## config.mk

```make
export PLATFORM = sky130hd
export DESIGN_NAME = issue_queue_flat
export DESIGN_NICKNAME = d
export VERILOG_FILES = /design/src/rtl/issue_queue_if.sv /design/src/rtl/issue_queue.sv /design/src/flat_wrapper.sv
export SDC_FILE = /design/constraint.sdc
export NUM_CORES = 1
export LEC_CHECK = 0
export CORE_MARGIN = 2
export CORE_UTILIZATION = 50
export DETAILED_ROUTE_END_ITERATION = 10
export DONT_BUFFER_PORTS = 1
export GPL_TIMING_DRIVEN = 0
export PLACE_DENSITY = 0.64
export SLEW_MARGIN = 20
export SYNTH_ARGS = -nofsm -noshare
export SYNTH_HDL_FRONTEND = slang
export SYNTH_SLANG_ARGS = --single-unit
```

## constraint.sdc

```tcl
create_clock -name clk -period 35.5 [get_ports clk]
set_input_delay 3.55 -clock clk [delete_from_list [all_inputs] [get_ports clk]]
set_output_delay 3.55 -clock clk [all_outputs]
set_load 0.05 [all_outputs]
```

## src/rtl/issue_queue_if.sv

```systemverilog
// Issue-queue port bundle: Decode enqueue, ARF read, functional-unit issue, writeback, flush, stats.
// Latency: none (wiring only).
// Backpressure: carries id_iss_ready toward Decode and per-unit ex_iss_ready toward the queue.
interface issue_queue_if #(
    parameter int DEPTH     = 4,
    parameter int DATA_W    = 32,
    parameter int ADDR_W    = 5,
    parameter int NUM_UNITS = 3,
    parameter int PAYLOAD_W = 64
) ();
    localparam int CNT_W = $clog2(DEPTH) + 1;

    // Decode -> queue
    logic                 id_iss_valid;
    logic                 id_iss_ready;
    logic [PAYLOAD_W-1:0] id_iss_payload;
    logic [NUM_UNITS-1:0] id_iss_unit;
    logic [ADDR_W-1:0]    id_iss_addra;
    logic [ADDR_W-1:0]    id_iss_addrb;
    logic                 id_iss_check_a;
    logic                 id_iss_check_b;
    logic [ADDR_W-1:0]    id_iss_regdest;
    logic                 id_iss_writereg;
    // ARF read for the head entry
    logic [ADDR_W-1:0]    iss_reg_addra;
    logic [ADDR_W-1:0]    iss_reg_addrb;
    logic [DATA_W-1:0]    reg_iss_dataa;
    logic [DATA_W-1:0]    reg_iss_datab;
    // Queue -> functional units
    logic [NUM_UNITS-1:0] iss_ex_valid;
    logic [NUM_UNITS-1:0] ex_iss_ready;
    logic [PAYLOAD_W-1:0] iss_ex_payload;
    logic [DATA_W-1:0]    iss_ex_rega;
    logic [DATA_W-1:0]    iss_ex_regb;
    logic [ADDR_W-1:0]    iss_ex_regdest;
    logic                 iss_ex_writereg;
    // Writeback, flush, statistics
    logic                 wb_iss_valid;
    logic [ADDR_W-1:0]    wb_iss_addr;
    logic                 iss_flush;
    logic [CNT_W-1:0]     iss_count;
    logic [15:0]          iss_stall_cycles;

    // Environment side (Decode, ARF, units, writeback)
    modport master (
        output id_iss_valid, id_iss_payload, id_iss_unit, id_iss_addra, id_iss_addrb,
               id_iss_check_a, id_iss_check_b, id_iss_regdest, id_iss_writereg,
               reg_iss_dataa, reg_iss_datab, ex_iss_ready, wb_iss_valid, wb_iss_addr, iss_flush,
        input  id_iss_ready, iss_reg_addra, iss_reg_addrb, iss_ex_valid, iss_ex_payload,
               iss_ex_rega, iss_ex_regb, iss_ex_regdest, iss_ex_writereg, iss_count, iss_stall_cycles
    );

    // Issue-queue side
    modport slave (
        input  id_iss_valid, id_iss_payload, id_iss_unit, id_iss_addra, id_iss_addrb,
               id_iss_check_a, id_iss_check_b, id_iss_regdest, id_iss_writereg,
               reg_iss_dataa, reg_iss_datab, ex_iss_ready, wb_iss_valid, wb_iss_addr, iss_flush,
        output id_iss_ready, iss_reg_addra, iss_reg_addrb, iss_ex_valid, iss_ex_payload,
               iss_ex_rega, iss_ex_regb, iss_ex_regdest, iss_ex_writereg, iss_count, iss_stall_cycles
    );
endinterface

```

## src/rtl/issue_queue.sv

```systemverilog
// In-order issue queue with register scoreboard, ARF read of the head and a one-entry output slot.
// Latency: enqueue at edge N, earliest issue at edge N+1 (no pass-through), one issue per cycle.
// Backpressure: id_iss_ready low when full; head held on hazard or when the slot is held by its unit.
module issue_queue #(
    parameter int DEPTH     = 4,
    parameter int DATA_W    = 32,
    parameter int ADDR_W    = 5,
    parameter int NUM_UNITS = 3,
    parameter int PAYLOAD_W = 64
) (
    input  logic         clk,
    input  logic         rst,
    issue_queue_if.slave bus
);
    localparam int PTR_W = (DEPTH > 1) ? $clog2(DEPTH) : 1;
    localparam int CNT_W = $clog2(DEPTH) + 1;
    localparam int NREG  = 1 << ADDR_W;

    // Queue storage
    logic [PAYLOAD_W-1:0] r_q_payload  [DEPTH];
    logic [NUM_UNITS-1:0] r_q_unit     [DEPTH];
    logic [ADDR_W-1:0]    r_q_addra    [DEPTH];
    logic [ADDR_W-1:0]    r_q_addrb    [DEPTH];
    logic                 r_q_check_a  [DEPTH];
    logic                 r_q_check_b  [DEPTH];
    logic [ADDR_W-1:0]    r_q_regdest  [DEPTH];
    logic                 r_q_writereg [DEPTH];

    logic [PTR_W-1:0]     r_head;
    logic [PTR_W-1:0]     r_tail;
    logic [CNT_W-1:0]     r_count;
    logic [NREG-1:0]      r_pending;
    logic [15:0]          r_stall;

    // Output slot
    logic                 r_slot_vld;
    logic [NUM_UNITS-1:0] r_slot_unit;
    logic [PAYLOAD_W-1:0] r_slot_payload;
    logic [DATA_W-1:0]    r_slot_rega;
    logic [DATA_W-1:0]    r_slot_regb;
    logic [ADDR_W-1:0]    r_slot_regdest;
    logic                 r_slot_writereg;

    logic [PAYLOAD_W-1:0] w_head_payload;
    logic [NUM_UNITS-1:0] w_head_unit;
    logic [ADDR_W-1:0]    w_head_addra;
    logic [ADDR_W-1:0]    w_head_addrb;
    logic                 w_head_check_a;
    logic                 w_head_check_b;
    logic [ADDR_W-1:0]    w_head_regdest;
    logic                 w_head_writereg;

    logic w_full, w_nonempty, w_enq, w_hazard, w_xfer, w_slot_free, w_issue, w_stall_inc, w_sb_set;

    assign w_head_payload  = r_q_payload[r_head];
    assign w_head_unit     = r_q_unit[r_head];
    assign w_head_addra    = r_q_addra[r_head];
    assign w_head_addrb    = r_q_addrb[r_head];
    assign w_head_check_a  = r_q_check_a[r_head];
    assign w_head_check_b  = r_q_check_b[r_head];
    assign w_head_regdest  = r_q_regdest[r_head];
    assign w_head_writereg = r_q_writereg[r_head];

    assign w_full      = (r_count == CNT_W'(DEPTH));
    assign w_nonempty  = (r_count != '0);
    // Flush drops any enqueue or issue attempted in the same cycle.
    assign w_enq       = bus.id_iss_valid && !w_full && !bus.iss_flush;
    // Pending bits are registered, so a writeback this cycle cannot unblock the head until next cycle.
    assign w_hazard    = (w_head_check_a  && r_pending[w_head_addra])
                      || (w_head_check_b  && r_pending[w_head_addrb])
                      || (w_head_writereg && r_pending[w_head_regdest]);
    assign w_xfer      = ((bus.iss_ex_valid & bus.ex_iss_ready) != '0);
    assign w_slot_free = !r_slot_vld || w_xfer;
    assign w_issue     = w_nonempty && !w_hazard && w_slot_free && !bus.iss_flush;
    assign w_stall_inc = w_nonempty && w_slot_free && w_hazard;
    assign w_sb_set    = w_issue && w_head_writereg && (w_head_regdest != '0);

    assign bus.id_iss_ready     = !w_full;
    assign bus.iss_reg_addra    = w_head_addra;
    assign bus.iss_reg_addrb    = w_head_addrb;
    assign bus.iss_ex_valid     = r_slot_vld ? r_slot_unit : '0;
    assign bus.iss_ex_payload   = r_slot_payload;
    assign bus.iss_ex_rega      = r_slot_rega;
    assign bus.iss_ex_regb      = r_slot_regb;
    assign bus.iss_ex_regdest   = r_slot_regdest;
    assign bus.iss_ex_writereg  = r_slot_writereg;
    assign bus.iss_count        = r_count;
    assign bus.iss_stall_cycles = r_stall;

    // Write the incoming instruction at the tail.
    always_ff @(posedge clk or posedge rst) begin
        if (rst) begin
            for (int i = 0; i < DEPTH; i++) begin
                r_q_payload[i]  <= '0;
                r_q_unit[i]     <= '0;
                r_q_addra[i]    <= '0;
                r_q_addrb[i]    <= '0;
                r_q_check_a[i]  <= 1'b0;
                r_q_check_b[i]  <= 1'b0;
                r_q_regdest[i]  <= '0;
                r_q_writereg[i] <= 1'b0;
            end
        end else if (w_enq) begin
            r_q_payload[r_tail]  <= bus.id_iss_payload;
            r_q_unit[r_tail]     <= bus.id_iss_unit;
            r_q_addra[r_tail]    <= bus.id_iss_addra;
            r_q_addrb[r_tail]    <= bus.id_iss_addrb;
            r_q_check_a[r_tail]  <= bus.id_iss_check_a;
            r_q_check_b[r_tail]  <= bus.id_iss_check_b;
            r_q_regdest[r_tail]  <= bus.id_iss_regdest;
            r_q_writereg[r_tail] <= bus.id_iss_writereg;
        end
    end

    // Head/tail pointers and occupancy; power-of-two depth lets the pointers wrap naturally.
    always_ff @(posedge clk or posedge rst) begin
        if (rst) begin
            r_head  <= '0;
            r_tail  <= '0;
            r_count <= '0;
        end else if (bus.iss_flush) begin
            r_head  <= '0;
            r_tail  <= '0;
            r_count <= '0;
        end else begin
            if (w_enq)   r_tail <= r_tail + PTR_W'(1);
            if (w_issue) r_head <= r_head + PTR_W'(1);
            case ({w_enq, w_issue})
                2'b10:   r_count <= r_count + CNT_W'(1);
                2'b01:   r_count <= r_count - CNT_W'(1);
                default: r_count <= r_count;
            endcase
        end
    end

    // Scoreboard: set on issue, clear on writeback, set wins; register 0 is never pending.
    always_ff @(posedge clk or posedge rst) begin
        if (rst) begin
            r_pending <= '0;
        end else begin
            r_pending[0] <= 1'b0;
            for (int i = 1; i < NREG; i++) begin
                if (w_sb_set && (w_head_regdest == ADDR_W'(i)))
                    r_pending[i] <= 1'b1;
                else if (bus.wb_iss_valid && (bus.wb_iss_addr == ADDR_W'(i)))
                    r_pending[i] <= 1'b0;
            end
        end
    end

    // Output slot: load on issue, release on transfer, drop on flush; data held while waiting.
    always_ff @(posedge clk or posedge rst) begin
        if (rst) begin
            r_slot_vld      <= 1'b0;
            r_slot_unit     <= '0;
            r_slot_payload  <= '0;
            r_slot_rega     <= '0;
            r_slot_regb     <= '0;
            r_slot_regdest  <= '0;
            r_slot_writereg <= 1'b0;
        end else if (bus.iss_flush) begin
            r_slot_vld <= 1'b0;
        end else if (w_issue) begin
            r_slot_vld      <= 1'b1;
            r_slot_unit     <= w_head_unit;
            r_slot_payload  <= w_head_payload;
            r_slot_rega     <= bus.reg_iss_dataa;
            r_slot_regb     <= bus.reg_iss_datab;
            r_slot_regdest  <= w_head_regdest;
            r_slot_writereg <= w_head_writereg;
        end else if (w_xfer) begin
            r_slot_vld <= 1'b0;
        end
    end

    // Saturating count of cycles the head could have issued but for a hazard.
    always_ff @(posedge clk or posedge rst) begin
        if (rst)
            r_stall <= '0;
        else if (w_stall_inc && (r_stall != 16'hFFFF))
            r_stall <= r_stall + 16'd1;
    end
endmodule

```

## src/flat_wrapper.sv

```systemverilog
// flat-port wrapper written by rule: the top's interface ports become plain ports
module issue_queue_flat 
#(
    parameter int DEPTH     = 4,
    parameter int DATA_W    = 32,
    parameter int ADDR_W    = 5,
    parameter int NUM_UNITS = 3,
    parameter int PAYLOAD_W = 64
)
  (clk, rst, bus_id_iss_valid, bus_id_iss_payload, bus_id_iss_unit, bus_id_iss_addra, bus_id_iss_addrb, bus_id_iss_check_a, bus_id_iss_check_b, bus_id_iss_regdest, bus_id_iss_writereg, bus_reg_iss_dataa, bus_reg_iss_datab, bus_ex_iss_ready, bus_wb_iss_valid, bus_wb_iss_addr, bus_iss_flush, bus_id_iss_ready, bus_iss_reg_addra, bus_iss_reg_addrb, bus_iss_ex_valid, bus_iss_ex_payload, bus_iss_ex_rega, bus_iss_ex_regb, bus_iss_ex_regdest, bus_iss_ex_writereg, bus_iss_count, bus_iss_stall_cycles);
  issue_queue_if #(.DEPTH(DEPTH), .DATA_W(DATA_W), .ADDR_W(ADDR_W), .NUM_UNITS(NUM_UNITS), .PAYLOAD_W(PAYLOAD_W)) bus_i ();
  input  logic clk;
  input  logic rst;
  input wire logic [$bits(bus_i.id_iss_valid)-1:0] bus_id_iss_valid;
  input wire logic [$bits(bus_i.id_iss_payload)-1:0] bus_id_iss_payload;
  input wire logic [$bits(bus_i.id_iss_unit)-1:0] bus_id_iss_unit;
  input wire logic [$bits(bus_i.id_iss_addra)-1:0] bus_id_iss_addra;
  input wire logic [$bits(bus_i.id_iss_addrb)-1:0] bus_id_iss_addrb;
  input wire logic [$bits(bus_i.id_iss_check_a)-1:0] bus_id_iss_check_a;
  input wire logic [$bits(bus_i.id_iss_check_b)-1:0] bus_id_iss_check_b;
  input wire logic [$bits(bus_i.id_iss_regdest)-1:0] bus_id_iss_regdest;
  input wire logic [$bits(bus_i.id_iss_writereg)-1:0] bus_id_iss_writereg;
  input wire logic [$bits(bus_i.reg_iss_dataa)-1:0] bus_reg_iss_dataa;
  input wire logic [$bits(bus_i.reg_iss_datab)-1:0] bus_reg_iss_datab;
  input wire logic [$bits(bus_i.ex_iss_ready)-1:0] bus_ex_iss_ready;
  input wire logic [$bits(bus_i.wb_iss_valid)-1:0] bus_wb_iss_valid;
  input wire logic [$bits(bus_i.wb_iss_addr)-1:0] bus_wb_iss_addr;
  input wire logic [$bits(bus_i.iss_flush)-1:0] bus_iss_flush;
  output wire logic [$bits(bus_i.id_iss_ready)-1:0] bus_id_iss_ready;
  output wire logic [$bits(bus_i.iss_reg_addra)-1:0] bus_iss_reg_addra;
  output wire logic [$bits(bus_i.iss_reg_addrb)-1:0] bus_iss_reg_addrb;
  output wire logic [$bits(bus_i.iss_ex_valid)-1:0] bus_iss_ex_valid;
  output wire logic [$bits(bus_i.iss_ex_payload)-1:0] bus_iss_ex_payload;
  output wire logic [$bits(bus_i.iss_ex_rega)-1:0] bus_iss_ex_rega;
  output wire logic [$bits(bus_i.iss_ex_regb)-1:0] bus_iss_ex_regb;
  output wire logic [$bits(bus_i.iss_ex_regdest)-1:0] bus_iss_ex_regdest;
  output wire logic [$bits(bus_i.iss_ex_writereg)-1:0] bus_iss_ex_writereg;
  output wire logic [$bits(bus_i.iss_count)-1:0] bus_iss_count;
  output wire logic [$bits(bus_i.iss_stall_cycles)-1:0] bus_iss_stall_cycles;
  assign bus_i.id_iss_valid = bus_id_iss_valid;
  assign bus_i.id_iss_payload = bus_id_iss_payload;
  assign bus_i.id_iss_unit = bus_id_iss_unit;
  assign bus_i.id_iss_addra = bus_id_iss_addra;
  assign bus_i.id_iss_addrb = bus_id_iss_addrb;
  assign bus_i.id_iss_check_a = bus_id_iss_check_a;
  assign bus_i.id_iss_check_b = bus_id_iss_check_b;
  assign bus_i.id_iss_regdest = bus_id_iss_regdest;
  assign bus_i.id_iss_writereg = bus_id_iss_writereg;
  assign bus_i.reg_iss_dataa = bus_reg_iss_dataa;
  assign bus_i.reg_iss_datab = bus_reg_iss_datab;
  assign bus_i.ex_iss_ready = bus_ex_iss_ready;
  assign bus_i.wb_iss_valid = bus_wb_iss_valid;
  assign bus_i.wb_iss_addr = bus_wb_iss_addr;
  assign bus_i.iss_flush = bus_iss_flush;
  assign bus_id_iss_ready = bus_i.id_iss_ready;
  assign bus_iss_reg_addra = bus_i.iss_reg_addra;
  assign bus_iss_reg_addrb = bus_i.iss_reg_addrb;
  assign bus_iss_ex_valid = bus_i.iss_ex_valid;
  assign bus_iss_ex_payload = bus_i.iss_ex_payload;
  assign bus_iss_ex_rega = bus_i.iss_ex_rega;
  assign bus_iss_ex_regb = bus_i.iss_ex_regb;
  assign bus_iss_ex_regdest = bus_i.iss_ex_regdest;
  assign bus_iss_ex_writereg = bus_i.iss_ex_writereg;
  assign bus_iss_count = bus_i.iss_count;
  assign bus_iss_stall_cycles = bus_i.iss_stall_cycles;
  issue_queue #(.DEPTH(DEPTH), .DATA_W(DATA_W), .ADDR_W(ADDR_W), .NUM_UNITS(NUM_UNITS), .PAYLOAD_W(PAYLOAD_W)) u_core (.clk(clk), .rst(rst), .bus(bus_i));
endmodule
```

# Yosys cells after proc, flatten, opt, wreduce, memory -nomap -nowiden
# Cells that the tools add are included.
# classes
n_shift,0
mux,118
n_lt_le_gt_ge,6
reduce_logical,122
n_eq_ne,66
bitwise_logic,4
add_sub_neg,5
mul,0
n_div,0
# op_table
cell,count
256-bit bitwise mux,1
64-bit 2-to-1 mux,3
5-bit == test (second input constant),32
64-bit binary-select mux with 2-bit select,1
64-bit demux with 2-bit select,1
5-bit by 4-bit == test with 1-bit output (second input constant),16
1-bit logical AND,76
1-bit 2-to-1 mux,75
2-bit nonzero test,33
20-bit bitwise mux,3
5-bit by 3-bit == test with 1-bit output (second input constant),8
5-bit 2-to-1 mux,7
5-bit binary-select mux with 2-bit select,3
5-bit by 2-bit == test with 1-bit output (second input constant),4
5-bit by 6-bit < comparator with 1-bit output (second input constant),3
16-bit by 1-bit adder with 16-bit output (second input constant),1
16-bit inequality test (second input constant),1
1-bit binary-select mux with 5-bit select,3
3-bit 2-to-1 mux,5
12-bit bitwise mux,1
4-bit bitwise mux,3
3-bit nonzero test,4
5-bit demux with 2-bit select,1
5-bit by 1-bit == test with 1-bit output (second input constant),2
other kinds (21),34
# word_totals
out_inout_bits,167
in_bits,162
mem_count,0
mem_bits_ro,0
wordCells,395
ramBits,0
latchBits,0
regBits,532

# Logic depth before layout (Yosys ltp)
# Gate-level depths: netlist of run 1.
# depth
word_depth,17
ltp_mapped,18
mapped_depth_nobuf,13

# Worst setup path after synthesis of run 1
# OpenSTA, ideal clock, no wires.
# synth_timing
kind,input to register
start,input port bus_ex_iss_ready[1]
end,"register u_core.r_count[2], in the netlist u_core.bus.iss_count[2]"
path_slack_ns,29.905
required_time_ns,35.403
t_arrival_ns,5.498
path_stages,13
n_path_buf,2
setup_time_ns,0.097
cell_sequence,a22oi_1 nand3_1 o31ai_1 nor3_2 nand2_2 buf_2 buf_2 nor2_1 fa_1 and3_1 nor3b_1 a2bb2oi_1 o31ai_1
# synth_between
elab_chain_cells,8
word_cells_on_any_way,10
cone_classes,2 x eq/ne; 2 x mux; 1 x bitwise; 5 x reduce/logical
# synth_lines
item,line_no,text
"start, declared",flat_wrapper.sv:25,input wire logic [$bits(bus_i.ex_iss_ready)-1:0] bus_ex_iss_ready;
3-bit bitwise AND (*),issue_queue.sv:72,assign w_xfer = ((bus.iss_ex_valid & bus.ex_iss_ready) != '0);
3-bit nonzero test (*),issue_queue.sv:72,
1-bit logical OR (*),issue_queue.sv:73,assign w_slot_free = !r_slot_vld || w_xfer;
1-bit logical AND (*) (2 in a row),issue_queue.sv:74,assign w_issue = w_nonempty && !w_hazard && w_slot_free && !bus.iss_flush;
2-bit by 1-bit == test with 1-bit output or 2-bit == test (tied branches),issue_queue.sv:128,"case ({w_enq, w_issue})"
3-bit case mux with 2 select lines,issue_queue.sv:128,
3-bit 2-to-1 mux,issue_queue.sv:121,end else if (bus.iss_flush) begin
"end signal, assigned",issue_queue.sv:129,2'b10: r_count <= r_count + CNT_W'(1);
"end signal, assigned",issue_queue.sv:130,2'b01: r_count <= r_count - CNT_W'(1);
"end signal, assigned",issue_queue.sv:131,default: r_count <= r_count;
"end, declared",issue_queue.sv:31,logic [CNT_W-1:0] r_count;
# Mark *: on every way between the ends. The rest lies on a longest branch, timed or not.
# A chain may end at the register's enable or synchronous reset.

# Final worst setup path of run 1
# layout_timing
start,register u_core.r_head[1]
end,output port bus_iss_reg_addrb[3]
# layout_between
elab_chain_cells,4
# layout_lines
item,line_no,text
"start, declared",issue_queue.sv:29,logic [PTR_W-1:0] r_head;
"start signal, assigned",issue_queue.sv:127,if (w_issue) r_head <= r_head + PTR_W'(1);
2-bit NOT with 3-bit output (not written as such),issue_queue.sv:58,assign w_head_addrb = r_q_addrb[r_head];
5-bit binary-select mux with 2-bit select,issue_queue.sv:58,
5-bit 2-to-1 mux (not written as such) (2 in a row),issue_queue.sv:58,
"end, declared",flat_wrapper.sv:31,output wire logic [$bits(bus_i.iss_reg_addrb)-1:0] bus_iss_reg_addrb;
# No other way between the ends. The select of a mux whose other input is x is not followed.

==> results of run 1 <==
[through the flow]
step | std cells | power, uW | hold WS (ps) | setup WS [ps]
finish | 2184 | 2707 | 498.3 | 29030
global route | 2184 | 2854 | 508.5 | 28920
CTS | 2184 | 2740 | 500.7 | 28960
detailed placement | 2084 | 2155 | 487.4 | 29040
global placement | 2079 | 2121 | 481.8 | 11980
floorplan | 1479 | 1935 | 473.9 | 17080
[area by class of cell]
class / instances / area share [%]
plain buffers: 86 / 1.530
clock buffers: 88 / 6.354
clock inverters: 12 / 0.6877
inverters: 12 / 0.2034
multi-input cells: 849 / 36.26
flip-flops and latches: 532 / 51.53
well taps: 600 / 2.906
repair buffers: 5 / 0.5327
[state kept, by name, indices dropped and copies added (netlist names), 4 cells and up]
register                     flops
u_core.bus.iss_ex_regb          32
u_core.r_q_addrb                20
u_core.r_q_check_a               4
u_core.r_q_unit                 12
u_core.r_q_payload             256
u_core.bus.iss_ex_rega          32
u_core.r_q_addra                20
u_core.r_q_check_b               4
u_core.bus.iss_ex_payload       64
u_core.r_q_writereg              4
u_core.r_q_regdest              20
u_core.bus.iss_stall_cycles     16
u_core.bus.iss_ex_regdest        5
u_core.r_pending                31
[kinds of logic after synthesis]
kind of cell,synth area share (%)
mux,34.10
flops,57.58
simple gates,2.560
buf+inv,1.905
compound gates,2.782
xor+xnor,0.7197
fa+ha+maj,0.3572
[worst paths after layout]
check	start	to
worst min register to register	u_core.r_q_regdest[9]	u_core.r_q_regdest[9]
worst min-delay path	u_core.r_q_regdest[9]	u_core.r_q_regdest[9]
worst max-delay path	u_core.r_head[1]	bus_iss_reg_addrb[3]
max in group asynchronous	rst	u_core.r_q_payload[146]
min in group asynchronous	rst	u_core.bus.iss_ex_payload[52]
worst max register to register	u_core.r_head[1]	u_core.bus.iss_count[2]
[layout by cell type (no fill, tap or decap), types with 3 or more instances in the layout]
| cell | netlist | final |
|---|---|---|
| nand3_1 | 18 | 18 |
| nor2_1 | 14 | 14 |
| mux2_1 | 75 | 75 |
| buf_1 | 4 | 4 |
| o22ai_1 | 4 | 4 |
| clkbuf_16 | 0 | 56 |
| buf_16 | 0 | 5 |
| xor2_1 | 3 | 3 |
| buf_4 | 10 | 10 |
| buf_2 | 16 | 16 |
| mux2i_1 | 44 | 44 |
| clkbuf_1 | 54 | 74 |
| clkinv_2 | 0 | 5 |
| o21ai_2 | 8 | 8 |
| and2_1 | 5 | 5 |
| nand2b_1 | 10 | 10 |
| o21ai_0 | 41 | 41 |
| dfrtp_1 | 532 | 532 |
| nand4_1 | 6 | 6 |
| clkbuf_8 | 0 | 12 |
| o31ai_1 | 18 | 18 |
| nand2_1 | 31 | 31 |
| o211ai_1 | 6 | 6 |
| ha_1 | 5 | 5 |
| xnor2_1 | 16 | 16 |
| or3_1 | 4 | 4 |
| mux2_2 | 408 | 408 |
| bufinv_16 | 0 | 4 |
| mux4_2 | 89 | 89 |
| inv_1 | 12 | 11 |
| nor2b_1 | 7 | 7 |
| and3_1 | 7 | 7 |
[worst register-to-register path, cell delays in order, from the launching register on]
cell,delay (ps)
dfrtp_1,520
buf_2,350
buf_1,810
mux4_2,640
o311ai_0,190
or3_1,370
o211ai_1,240
a22oi_4,150
nand2_2,280
buf_2,400
buf_2,320
nor2_1,90
fa_1,410
and3_1,200
nor3b_1,170
a2bb2oi_1,80
o31ai_1,60
[routing by layer]
metal  routed length [um]  GRT usage [%]
met1                20900          27.78
met2                25840          37.62
met3                 4515          7.179
met4                 1664          7.297
met5                    0              0
[power by group through the flow]
stage | combinational (uW) | clock, uW | sequential [uW]
floorplan | 664 | 0 | 1270
global placement | 795 | 0 | 1330
CTS | 822 | 594 | 1320
detailed placement | 819 | 0 | 1340
global route | 878 | 619 | 1360
finish | 807 | 578 | 1320
==> impl_metrics.csv, run 1 <==
group,metric,value,unit
setup_path,cp_slowest_cell,"buf_1",
timing,drv_slew,0,
synthesis,ys_seq_elements,532,
setup_path,path_buf_inv,2,
floorplan,dieArea,47980,um^2
timing,slew_headroom,31.99,%
clock_network,cts-resized-gates,0,
clock_network,numCtsBuffers,55,
timing,period_share,18.22,%
layout,fin_util,56.81,%
synthesis,synth_top_cell_area_share,57.58,%
layout,drive_above_1_share,39.46,%
placement,placed_area,24020,um^2
timing,skew,13.10,ps
route,drt-vias-per-instance,5.877,
route,drt_iter0_drc,622,
synthesis,synth_cell_type_count,50,
timing,setup_viol,0,
timing,finalHoldViolations,0,
setup_path,path_depth,3,
synthesis,synth.cell_area,23120,um^2
floorplan,initial_core_util,50.84,%
route,dr.pass1.iters,4,
global_route,grt_pass1_vias,13900,
synthesis,syn_nets,1647,
floorplan,fp.dieW,219.0,um
timing,finalCriticalPeriod,6466,ps
setup_path,critPathArrivalTime,2920,ps
setup_path,rr_worst_depth,16,
floorplan,rows,78,
power,p_sw_share,39.17,%
clock_network,postCtsHoldBufs,0,
route,wire_per_inst,24.23,um
hold_path,hold_path_class,"register to register",
synthesis,yosys_most_used_dff,"dfrtp_1",
timing,setup_tns,0,ps
outcome,outcome,"completed",
layout,fin_nets,1709,
timing,rsz0062_at_grt,"no",
route,ant_nets,0,
timing,max_freq,154.6,MHz
power,power.density,104.8,nW/um^2
setup_path,regToRegSetupSlack,30110,ps
synthesis,yosys.area.top_type,"dfrtp_1",
layout,multi_input_area,9368,um^2
route,drt-total-wl,52.92,mm
global_route,globalRouteTotalUtil,22.49,%
power,p_leak,0.01131,uW
placement,routabilityCongestion,0.9096,
clock_network,htreeDepth,2,
power,seqPwrFrac,48.9,%
clock_network,cts_tree,"built",
setup_path,critPathMaxStageDelay,800,ps
synthesis,yosysMostFrequentCell,"dfrtp_1",
run,max_cap_violations,0,
setup_path,cp.required,31950,ps
layout,seqCellArea,13310,um^2
hold_path,hold_depth,1,
floorplan,ioPinCount,329,
clock_network,post-cts-setup-buffers,0,
clock_network,path_clk_slew,60,ps
route,drc_errors,0,
power,clkPwrFrac,21.3,%
synthesis,syn_avg_cell_area,15.63,um^2
setup_path,start_kind,"register",
power,p_switching,1060,uW
global_route,gr-total-overflow,0,
floorplan,die_h,219.0,um
global_route,grt_max_degree,112,
clock_network,cts_sinks,532,
placement,dp_hpwl,37.26,mm
power,internal_power,1647,uW
synthesis,synth_edf_count,0,
synthesis,ys_top_cells_by_count,"532 x dfrtp_1, 408 x mux2_2, 89 x mux4_2, 75 x mux2_1, 54 x clkbuf_1",
global_route,grt_pass1_wl,82.02,mm
setup_path,cp_top_family,"buffers and inverters",
setup_path,end_kind,"output port",
clock_network,clock_latency,600,ps
global_route,grt_antenna_before_repair,2,
synthesis,synth_area_leaders,"dfrtp_1 58%, mux2_2 20%, mux4_2 8.7%",
setup_path,crit_fanout,10,
timing,worst_slew_pin_slew,1020,ps
power,combinationalPowerShare,29.8,%
setup_path,criticalPathCategory,"register to output port",
synthesis,yosysWarningCount,0,
synthesis,ys_seq_area_share,57.58,%
synthesis,synth-async-reset-ratio,100.0,%
layout,syn_to_final_growth,11.74,%
clock_network,cts_max_path_buffers,3,
placement,port_buffers,0,
floorplan,core_area,45480,um^2
layout,n_antenna_cell,0,
layout,fillers,3632,
synthesis,synthCells,1479,
route,num_vias,12840,
power,irDropWorstVdd,59.40,uV
layout,design_area,25840,um^2
setup_path,crit_chain,"buf_2 -> buf_1 -> mux4_2",
clock_network,cts-root-buf,"clkbuf_16",
Power figures use the tool's default switching activity.
==> run 2: changes to the inputs <==
Clock period 35.5 ns to 6.6 ns, I/O delays scaled along.
==> impl_metrics.csv, run 2 (same netlist as run 1, synthesis figures left out) <==
group,metric,value,unit
timing,finalCriticalPeriod,5407,ps
placement,placed_area,24220,um^2
run,max_cap_violations,0,
setup_path,crit_fanout,10,
setup_path,cpMostUsedCell,"buf_2",
floorplan,fp.dieW,219.0,um
layout,largest-register,"u_core.r_q_payload",
power,power,14730,uW
route,drt-vias-per-instance,5.864,
power,power.density,563.3,nW/um^2
setup_path,crit_chain,"buf_2 -> buf_1 -> mux4_2 -> o311ai_0 -> or3_1 -> o211ai_1 -> a22oi_4 -> nand2_2 -> buf_2 -> buf_2 -> nor2_1 -> fa_1 -> and3_1 -> nor3b_1 -> a2bb2oi_1 -> o31ai_1",
floorplan,die_h,219.0,um
layout,syn_to_final_growth,13.07,%
timing,timing.final.ws_setup,1193,ps
layout,final_cells,2204,
clock_network,path_clk_slew,60,ps
route,dr.pass1.iters,5,
floorplan,initial_core_util,50.84,%
placement,dp_cells,2096,
outcome,outcome,"completed",
clock_network,cts_sinks,532,
timing,slew_headroom,36.88,%
clock_network,clock_latency,610,ps
placement,dp_hpwl,38.13,mm
setup_path,criticalPathCategory,"register to register",
placement,port_buffers,0,
layout,layout_commonest_cell,"dfrtp_1",
timing,skew,28.54,ps
global_route,grt_max_degree,36,
setup_path,end_kind,"register",
layout,design_area,26140,um^2
clock_network,htreeDepth,2,
floorplan,core_area,45480,um^2
timing,finalHoldViolations,0,
timing,worst_slew_pin_slew,946.8,ps
layout,layout_common_cells,"532 x dfrtp_1, 408 x mux2_2, 89 x mux4_2",
floorplan,rows,78,
timing,max_freq,185.0,MHz
setup_path,start_kind,"register",
placement,dp_slack,1138,ps
route,drc_errors,0,
hold_path,hold_path_class,"input port to register",
global_route,globalRouteTotalUtil,22.77,%
layout,largest_register_ffs,256,
setup_path,cp.required,7090,ps
floorplan,dieArea,47980,um^2
timing,rsz0062_at_grt,"no",
timing,drv_slew,0,
timing,period_share,81.92,%
route,ant_nets,0,
clock_network,cts-root-buf,"clkbuf_16",
setup_path,cp_slowest_cell,"buf_1",
clock_network,cts-resized-gates,0,
route,wire_per_inst,24.31,um
route,drt-total-wl,53.57,mm
power,p_leak,0.01146,uW
setup_path,critPathArrivalTime,5900,ps
route,drt_iter0_drc,696,
layout,fin_nets,1723,
timing,setup_viol,0,
route,num_vias,12930,
global_route,gr-total-overflow,0,
clock_network,cts_max_path_buffers,3,
floorplan,ioPinCount,329,
layout,drive_above_1_share,40.39,%
setup_path,critPathMaxStageDelay,750,ps
global_route,grt_antenna_before_repair,3,
global_route,grt_pass1_vias,14000,
power,irDropWorstVdd,317.6,uV
clock_network,cts_tree,"built",
clock_network,numCtsBuffers,56,
global_route,grt_pass1_wl,83.06,mm
placement,routabilityCongestion,0.9059,
## run 2: layout make-up
cell class	count	area, um^2
clock inverters	22	270.3
repair buffers	18	357.8
diodes	2	5.005
flip-flops and latches	532	13310
clock buffers	83	1634
inverters	12	48.80
fillers	3596	19340
well taps	600	750.7
plain buffers	86	395.4
multi-input cells	849	9368
## run 2: stage by stage
stage          TNS [ps]  hold WS, ps  util (%)
6_report              0        180.4     57.48
3_5_place_dp          0        487.4     53.26
2_1_floorplan   -687380        473.9         -
4_1_cts               0        147.8     57.47
5_1_grt               0        154.3     57.48
3_3_place_gp   -2022090        481.0     52.50
## run 2: path summary, 6_finish.rpt
kind | startpoint | end | slack, ps | depth (start not counted)
max | u_core.r_head[1] | u_core.bus.iss_count[2] | 1190 | 16
min | bus_reg_iss_dataa[24] | u_core.bus.iss_ex_rega[24] | 180 | 1
max reg2reg | u_core.r_head[1] | u_core.bus.iss_count[2] | 1190 | 16
min reg2reg | u_core.r_q_payload[148] | u_core.r_q_payload[148] | 500 | 1
max in group asynchronous | rst | u_core.bus.iss_ex_rega[22] | 4270 | 8
min in group asynchronous | rst | u_core.bus.iss_ex_rega[0] | 610 | 2
## run 2: report_power, final
| part | switching, uW | total, uW | internal [uW] | leakage [uW] |
|---|---|---|---|---|
| combinational | 2050 | 4380 | 2320 | 0.00385 |
| clock | 1300 | 3240 | 1940 | 0.000944 |
| sequential | 2420 | 7110 | 4700 | 0.00666 |
## run 2: routing by layer
metal	global-route usage (%)	routed length (um)	share of wire (%)
met5	0	0	0
met2	38.24	26560	50
met4	7.703	1553	2.9
met3	6.570	4267	8.0
met1	28.33	21180	40
## run 2: critical path, delay by kind of cell (launching register included)
family | cells | cell delay, ps
multiplexers | 1 | 640
AND/OR/NAND/NOR | 5 | 1160
adder cells (fa/ha/maj) | 1 | 410
flip-flops | 1 | 460
buffers and inverters | 4 | 1850
AO/OA/AOI/OAI | 5 | 750
## run 2: what timing repair did
action	CTS	global route
buffers inserted	0	0
hold buffers	1	0
hold endpoints to repair	16	0
